### config.mk
export PLATFORM = sky130hd
export DESIGN_NAME = color_vote_stabilizer
export DESIGN_NICKNAME = d
export VERILOG_FILES = /design/src/rtl/color_vote_stabilizer.sv
export SDC_FILE = /design/constraint.sdc
export NUM_CORES = 1
export LEC_CHECK = 0
export BUFFER_PORTS_ARGS = -buffer_cell sky130_fd_sc_hd__clkbuf_2
export CAP_MARGIN = 20
export CELL_PAD_IN_SITES_DETAIL_PLACEMENT = 1
export CELL_PAD_IN_SITES_GLOBAL_PLACEMENT = 1
export CORE_UTILIZATION = 46
export DETAILED_ROUTE_END_ITERATION = 8
export GPL_TIMING_DRIVEN = 0
export PLACE_DENSITY = 0.9
export RECOVER_POWER = 25
export SLEW_MARGIN = 0
export SYNTH_ARGS = -nofsm -noshare
export SYNTH_HDL_FRONTEND = slang
export SYNTH_SLANG_ARGS = --single-unit
### constraint.sdc
create_clock -name clk -period 8.1 [get_ports clk]
set_input_delay 0 -clock clk [delete_from_list [all_inputs] [get_ports clk]]
set_output_delay 0 -clock clk [all_outputs]
set_load 0.01 [all_outputs]
### src/rtl/color_vote_stabilizer.sv
// Per-frame die colour vote: classify R/G/B counts and emit one result per throw after STABLE_FRAMES agreeing frames.
// Latency: counts latched on the frame_done edge, frame_color one edge later, color_result_ready pulse two edges later.
// No backpressure: one frame per >=3 cycles. Optional watchdog: define COLOR_VOTE_WATCHDOG_EN.
module color_vote_stabilizer #(
    parameter int CNT_W          = 17,
    parameter int MIN_PIXELS     = 2000,
    parameter int MARGIN_SHIFT   = 1,
    parameter int STABLE_FRAMES  = 3,
    parameter int CLEAR_FRAMES   = 2,
    parameter int TIMEOUT_CYCLES = 2500000
) (
    input  logic             clk,
    input  logic             reset,
    input  logic             clear,
    input  logic             frame_done,
    input  logic [CNT_W-1:0] red_cnt,
    input  logic [CNT_W-1:0] green_cnt,
    input  logic [CNT_W-1:0] blue_cnt,
    output logic [1:0]       frame_color,
    output logic [1:0]       detected_color,
    output logic [1:0]       movement_steps,
    output logic             color_result_ready,
    output logic [15:0]      color_confidence,
    output logic             locked,
    output logic             timeout_flag
);

    localparam logic [1:0]       C_NONE   = 2'b00;
    localparam logic [1:0]       C_RED    = 2'b01;
    localparam logic [1:0]       C_GREEN  = 2'b10;
    localparam logic [1:0]       C_BLUE   = 2'b11;
    localparam logic [CNT_W-1:0] MIN_CNT  = CNT_W'(MIN_PIXELS);
    localparam logic [3:0]       STABLE_N = 4'(STABLE_FRAMES);
    localparam logic [3:0]       CLEAR_N  = 4'(CLEAR_FRAMES);

    typedef enum logic [1:0] {ARMED, TRACK, LOCKED} state_t;

    logic [CNT_W-1:0] red_q, red_d, green_q, green_d, blue_q, blue_d;
    logic             s1_vld_q, s1_vld_d, s2_vld_q, s2_vld_d;
    logic [1:0]       frame_color_q, frame_color_d;
    logic [CNT_W-1:0] win_q, win_d;
    state_t           state_q, state_d;
    logic [1:0]       cand_q, cand_d;
    logic [3:0]       run_q, run_d, clear_run_q, clear_run_d;
    logic [1:0]       detected_q, detected_d, steps_q, steps_d;
    logic [15:0]      conf_q, conf_d;
    logic             ready_q, ready_d;
    logic             emit;
    logic             wd_expire;

    logic [1:0]       cls_color, win_color;
    logic [CNT_W-1:0] cls_win, cls_second;

    // Classify the latched counts: winner with R>G>B tie priority, then threshold and margin test
    always_comb begin
        win_color  = C_RED;
        cls_win    = red_q;
        cls_second = (green_q >= blue_q) ? green_q : blue_q;
        if (red_q >= green_q && red_q >= blue_q) begin
            win_color  = C_RED;
            cls_win    = red_q;
            cls_second = (green_q >= blue_q) ? green_q : blue_q;
        end else if (green_q >= blue_q) begin
            win_color  = C_GREEN;
            cls_win    = green_q;
            cls_second = (red_q >= blue_q) ? red_q : blue_q;
        end else begin
            win_color  = C_BLUE;
            cls_win    = blue_q;
            cls_second = (red_q >= green_q) ? red_q : green_q;
        end
        cls_color = win_color;
        if (cls_win < MIN_CNT || (cls_win - cls_second) < (cls_win >> MARGIN_SHIFT))
            cls_color = C_NONE;
    end

    // Input latch and classification register; clear drops anything in flight
    always_comb begin
        red_d         = red_q;
        green_d       = green_q;
        blue_d        = blue_q;
        frame_color_d = frame_color_q;
        win_d         = win_q;
        s1_vld_d      = frame_done & ~clear;
        s2_vld_d      = s1_vld_q & ~clear;
        if (frame_done) begin
            red_d   = red_cnt;
            green_d = green_cnt;
            blue_d  = blue_cnt;
        end
        if (s1_vld_q) begin
            frame_color_d = cls_color;
            win_d         = cls_win;
        end
        if (clear)
            frame_color_d = C_NONE;
    end

`ifdef COLOR_VOTE_WATCHDOG_EN
    localparam int                WD_W     = $clog2(TIMEOUT_CYCLES + 1);
    localparam logic [WD_W-1:0]   WD_LIMIT = WD_W'(TIMEOUT_CYCLES);
    logic [WD_W-1:0] wd_cnt_q, wd_cnt_d;
    logic            timeout_q, timeout_d;

    // Idle-cycle counter between frames; saturates at the limit so expiry fires once
    always_comb begin
        wd_cnt_d = wd_cnt_q;
        if (frame_done || clear)
            wd_cnt_d = '0;
        else if (wd_cnt_q != WD_LIMIT)
            wd_cnt_d = wd_cnt_q + 1'b1;
        wd_expire = (wd_cnt_d == WD_LIMIT) && (wd_cnt_q != WD_LIMIT) && !clear;
        timeout_d = clear ? 1'b0 : (timeout_q | wd_expire);
    end

    // Watchdog state
    always_ff @(posedge clk or posedge reset) begin
        if (reset) begin
            wd_cnt_q  <= '0;
            timeout_q <= 1'b0;
        end else begin
            wd_cnt_q  <= wd_cnt_d;
            timeout_q <= timeout_d;
        end
    end
    assign timeout_flag = timeout_q;
`else
    assign wd_expire    = 1'b0;
    assign timeout_flag = 1'b0;
`endif

    // Vote FSM: track agreeing frames, emit once, then wait for the die to leave
    always_comb begin
        state_d     = state_q;
        cand_d      = cand_q;
        run_d       = run_q;
        clear_run_d = clear_run_q;
        detected_d  = detected_q;
        steps_d     = steps_q;
        conf_d      = conf_q;
        ready_d     = 1'b0;
        emit        = 1'b0;
        if (s2_vld_q) begin
            case (state_q)
                ARMED: begin
                    if (frame_color_q != C_NONE) begin
                        cand_d = frame_color_q;
                        if (STABLE_N == 4'd1) begin
                            emit        = 1'b1;
                            state_d     = LOCKED;
                            run_d       = 4'd0;
                            clear_run_d = 4'd0;
                        end else begin
                            run_d   = 4'd1;
                            state_d = TRACK;
                        end
                    end
                end
                TRACK: begin
                    if (frame_color_q == C_NONE) begin
                        state_d = ARMED;
                        run_d   = 4'd0;
                        cand_d  = C_NONE;
                    end else if (frame_color_q == cand_q) begin
                        if (run_q + 4'd1 == STABLE_N) begin
                            emit        = 1'b1;
                            state_d     = LOCKED;
                            run_d       = 4'd0;
                            clear_run_d = 4'd0;
                        end else begin
                            run_d = run_q + 4'd1;
                        end
                    end else begin
                        cand_d = frame_color_q;
                        run_d  = 4'd1;
                    end
                end
                LOCKED: begin
                    if (frame_color_q == C_NONE) begin
                        if (clear_run_q + 4'd1 == CLEAR_N) begin
                            state_d     = ARMED;
                            clear_run_d = 4'd0;
                            cand_d      = C_NONE;
                        end else begin
                            clear_run_d = clear_run_q + 4'd1;
                        end
                    end else begin
                        clear_run_d = 4'd0;
                    end
                end
                default: state_d = ARMED;
            endcase
        end
        // Step count equals the colour code (RED 1, GREEN 2, BLUE 3)
        if (emit) begin
            detected_d = frame_color_q;
            steps_d    = frame_color_q;
            conf_d     = (32'(win_q) > 32'h0000_FFFF) ? 16'hFFFF : 16'(win_q);
            ready_d    = 1'b1;
        end
        if (wd_expire) begin
            state_d     = ARMED;
            run_d       = 4'd0;
            clear_run_d = 4'd0;
            cand_d      = C_NONE;
        end
        if (clear) begin
            state_d     = ARMED;
            cand_d      = C_NONE;
            run_d       = 4'd0;
            clear_run_d = 4'd0;
            detected_d  = C_NONE;
            steps_d     = 2'd0;
            conf_d      = 16'd0;
            ready_d     = 1'b0;
        end
    end

    // All pipeline and FSM registers
    always_ff @(posedge clk or posedge reset) begin
        if (reset) begin
            red_q         <= '0;
            green_q       <= '0;
            blue_q        <= '0;
            s1_vld_q      <= 1'b0;
            s2_vld_q      <= 1'b0;
            frame_color_q <= C_NONE;
            win_q         <= '0;
            state_q       <= ARMED;
            cand_q        <= C_NONE;
            run_q         <= 4'd0;
            clear_run_q   <= 4'd0;
            detected_q    <= C_NONE;
            steps_q       <= 2'd0;
            conf_q        <= 16'd0;
            ready_q       <= 1'b0;
        end else begin
            red_q         <= red_d;
            green_q       <= green_d;
            blue_q        <= blue_d;
            s1_vld_q      <= s1_vld_d;
            s2_vld_q      <= s2_vld_d;
            frame_color_q <= frame_color_d;
            win_q         <= win_d;
            state_q       <= state_d;
            cand_q        <= cand_d;
            run_q         <= run_d;
            clear_run_q   <= clear_run_d;
            detected_q    <= detected_d;
            steps_q       <= steps_d;
            conf_q        <= conf_d;
            ready_q       <= ready_d;
        end
    end

    assign frame_color        = frame_color_q;
    assign detected_color     = detected_q;
    assign movement_steps     = steps_q;
    assign color_result_ready = ready_q;
    assign color_confidence   = conf_q;
    assign locked             = (state_q == LOCKED);

endmodule

==> summary.md <==
The flow ran to the end, but the final reports show violations. The checks that failed: capacitance limit, slew limit. The share of synthesized area in the top cell type comes to 35.2%. The area growth from synthesis to layout is 20.2%. Largest net degree at the start of global routing: 58. Detailed routing inserted a total of 6,972 vias.

Counting every net in the synthesized netlist gives 986. During synthesis, Yosys emitted a total of 0 warnings. The most repeated library cell on the critical path is sky130_fd_sc_hd__o21ai_0. Fill cells in the final layout number 1,831. IR analysis of the VDD net gives a maximum drop of 0.000148 V. Clock tree synthesis selected as its root buffer the cell sky130_fd_sc_hd__clkbuf_16. Main flop type after synthesis: sky130_fd_sc_hd__dfrtp_1. The tools report the kind of capture point of the worst setup path as a flop. The tightest min-delay check is of the input pin to flop type. TritonCTS created 9 clock buffers.

The floorplan step defined a die boundary enclosing 16,400 um2. The CTS clock-pin slew for the worst setup and hold paths works out to 70 ps. Across all register-to-register paths, the minimum setup slack is 580 ps. Dividing the final minimum period by the clock period gives 92.9%. Critical register-to-register path startpoint: blue_q[12]$_DFFE_PP0P_. For the end-of-flow core utilization, the log shows 57.3%.

The number of search-and-repair iterations in the first detailed-routing pass is 5, and the synthesized flop and latch total is 103. For the number of unique standard cell types used by synthesis, the log shows 62. The kind of start point of the critical path was a flop.

The max-capacitance violation count is 1, and the final RePlAce weighted congestion is 0.914. The net count of the finished layout is 1,127. In the routed design, unresolved DRC markers number 0.

The worst setup skew after layout is 8.06 ps, and the summed area of non-filler cells in the final layout is 8800 um2. The multi-input combinational cell area was 4330 um2; the number of placement rows was 45. The antenna diode count is 0. Global routing used 32.2% of the available tracks across all layers. In this run the static leakage power is 4.13 nW. Max-slew violation total from the final report: 47. For this design, the sink count on the clock tree is 103. After detailed routing, the total wire length is 24.9 mm. Horizontal extent of the die: 128 um. Adding up every negative setup slack in the final design gives 0 ps. For this block, the initial DRC count from the detailed router was 397. Post-synthesis async set-or-reset flop share: 100%. The count of input and output buffers was 77.

TritonCTS built the clock tree. The sequential cell area came out at 2580 um2. Sorting the synthesized cells by area gives the leading types as sky130_fd_sc_hd__dfrtp_1 35%, sky130_fd_sc_hd__ha_1 15%, sky130_fd_sc_hd__o21ai_0 5.5%. After detailed routing, the number of vias per cell comes to 5.83. The synthesized netlist occupies a cell area of 7320 um2. In the final layout, the share of cells above drive strength 1 is 15.0%.

The final cell count without fillers is 1,196. Tracing the worst setup path back leads to its startpoint at blue_q[12]$_DFFE_PP0P_. Largest fanout on the critical path: 10. Capture point of the worst reg-to-reg path: frame_color[1]$_DFFE_PP0P_. Delay of the slowest cell on the worst path: 570 ps.

The setup path with the least slack is of type flop to flop. The first global-routing pass estimated 39.9 mm of wire. Via count of the first global-routing pass: 7,615. In this run the power density over the cells is 270 nW/um2.

Data arrives at the worst endpoint at 7780 ps. Sequential cells were found to cover 35.2% of the synthesized design area. The cell count after synthesis came out at 840. The effective utilization at floorplan came out at 47.6%.

Measured in cells, the most critical reg-to-reg path has a length of 30. The vertical die dimension came out at 128 um. The cell count after placement is 1,129, and the total overflow reported by the global router is 0. In this run the tightest slew margin relative to its limit is -50.4%. In this run the remaining antenna-violating nets after routing total 0.

The pin slew with the least headroom to its limit was 2240 ps. The library cell contributing the largest single delay on the critical path is sky130_fd_sc_hd__or4_1. In this run the cell area measured after placement is 8000 um2. The count of endpoints failing hold in the final timing report was 0; the worst endpoint required time was 8350 ps. The average routed wire per standard cell works out to 20.8 um. The total area inside the core boundary comes to 15,400 um2. The HPWL after detailed placement is 17.1 mm, and the number of antenna violations at the first check in global routing is 0. The logs give 3 for the level count of the clock H-tree and 0 for the setup fix buffers added after clock tree synthesis.

In this run, synthesis inferred 0 flip-flops with an integrated enable. For the worst-skew pair, the clock arrives at the later sink with an insertion delay of 360 ps. Total setup violations reported at the end of the flow: 0. The most critical setup path has its endpoint at frame_color[1]$_DFFE_PP0P_.

The top achievable clock speed was 0.133 GHz. The clock passes through at most 2 buffers. The post-synthesis average cell area works out to 8.72 um2. The routed design could run at a clock period as short as 7520 ps. Of all cell types, the one taking the most synthesized area is sky130_fd_sc_hd__dfrtp_1. The number of top-level pins was 80.
cell usage in the layout (no fill, tap or decap), types with 40 or more instances in the layout:
master,netlist,final
sky130_fd_sc_hd__dfrtp_1,103,103
sky130_fd_sc_hd__nand2_1,90,90
sky130_fd_sc_hd__ha_1,90,90
sky130_fd_sc_hd__o21ai_0,81,81
sky130_fd_sc_hd__clkbuf_2,0,71
sky130_fd_sc_hd__nor2_1,67,67
sky130_fd_sc_hd__inv_1,65,64
sky130_fd_sc_hd__a21oi_1,52,52
sky130_fd_sc_hd__dlygate4sd3_1,0,52
sky130_fd_sc_hd__nor3_1,40,40
worst min-delay path by stage:
stage / from / endpoint / slack [ps] / cells after the start
final: clear / frame_color[0]$_DFFE_PP0P_ / 70 / 4
after global routing: clear / frame_color[0]$_DFFE_PP0P_ / 90 / 4
after floorplan: blue_cnt[10] / blue_q[10]$_DFFE_PP0P_ / 120 / 2
after detailed placement: reset / red_q[2]$_DFFE_PP0P_ / 120 / 2
after global placement: blue_cnt[1] / blue_q[1]$_DFFE_PP0P_ / 210 / 3
after CTS: clear / frame_color[0]$_DFFE_PP0P_ / 60 / 4
through the flow:
step	total power [W]	setup WS (ps)	hold WS (ps)
CTS	0.00236	589	63.4
detailed placement	0.00189	795	121
finish	0.00237	576	67.4
floorplan	0.00155	2280	121
global placement	0.00180	970	208
global route	0.00255	-23.5	93.2
cells in the mapped netlist, types with 8 or more instances:
| cell | number |
|---|---|
| sky130_fd_sc_hd__dfrtp_1 | 103 |
| sky130_fd_sc_hd__ha_1 | 90 |
| sky130_fd_sc_hd__nand2_1 | 90 |
| sky130_fd_sc_hd__o21ai_0 | 81 |
| sky130_fd_sc_hd__nor2_1 | 67 |
| sky130_fd_sc_hd__inv_1 | 65 |
| sky130_fd_sc_hd__a21oi_1 | 52 |
| sky130_fd_sc_hd__nor3_1 | 40 |
| sky130_fd_sc_hd__mux2_2 | 31 |
| sky130_fd_sc_hd__clkbuf_1 | 20 |
| sky130_fd_sc_hd__o21ai_1 | 16 |
| sky130_fd_sc_hd__o22a_1 | 16 |
| sky130_fd_sc_hd__a21o_1 | 14 |
| sky130_fd_sc_hd__xor2_1 | 11 |
| sky130_fd_sc_hd__nand3_1 | 10 |
| sky130_fd_sc_hd__buf_2 | 8 |
| sky130_fd_sc_hd__nand4_1 | 8 |
cells by family after synthesis:
| logic type | count (synthesis) | share of synthesized area [%] |
|---|---|---|
| simple gates | 260 | 16.5 |
| fa+ha+maj | 91 | 15.7 |
| compound gates | 234 | 20.0 |
| xor+xnor | 17 | 2.03 |
| flops | 103 | 35.2 |
| buf+inv | 102 | 5.72 |
| other cells | 1 | 0.0512 |
| mux | 32 | 4.90 |
state kept, by name, summed over array words and instances, names as in the netlist, 4 cells and up:
name / flops
run_q: 4
blue_q: 17
win_q: 17
clear_run_q: 4
green_q: 17
red_q: 17
color_confidence: 16
report_power, final:
| part | switching, W | total, W | internal [W] | leakage [nW] |
|---|---|---|---|---|
| Sequential | 0.0000746 | 0.000654 | 0.000580 | 1.31 |
| Clock | 0.000198 | 0.000436 | 0.000238 | 0.129 |
| Combinational | 0.000729 | 0.00128 | 0.000553 | 2.69 |
| Total | 0.00100 | 0.00237 | 0.00137 | 4.13 |
per-layer routing:
metal  global-route usage, %  up-vias  part of all wire (%)
met5                       0        -                     0
met1                    36.3     3409                    40
met2                    57.4      229                    50
met3                    5.26       92                   4.2
met4                    19.2        0                   5.2
li1                        -     3242                     -
what timing repair did:
action                                 in CTS  in global routing
gates resized for setup                     0                  1
setup endpoints to repair                   0                  2
endpoints found under the hold margin      97                  0
hold buffers                               52                  0
worst max-delay path, delay by kind of cell, from the launching register on:
kind	cells	cell delay, ps
simple gates	6	1720
flops	1	410
fa+ha+maj	3	930
xor+xnor	1	90
compound gates	17	3520
buf+inv	3	730
area by class of cell:
| cell class | instances | share of cell area (%) |
|---|---|---|
| repair buffers | 130 | 10.5 |
| clock buffers | 12 | 2.69 |
| well taps | 211 | 3.00 |
| clock inverters | 3 | 0.512 |
| inverters | 66 | 2.83 |
| flip-flops and latches | 103 | 29.3 |
| multi-input cells | 635 | 49.2 |
| plain buffers | 36 | 1.95 |
Power figures use the tool's default switching activity.
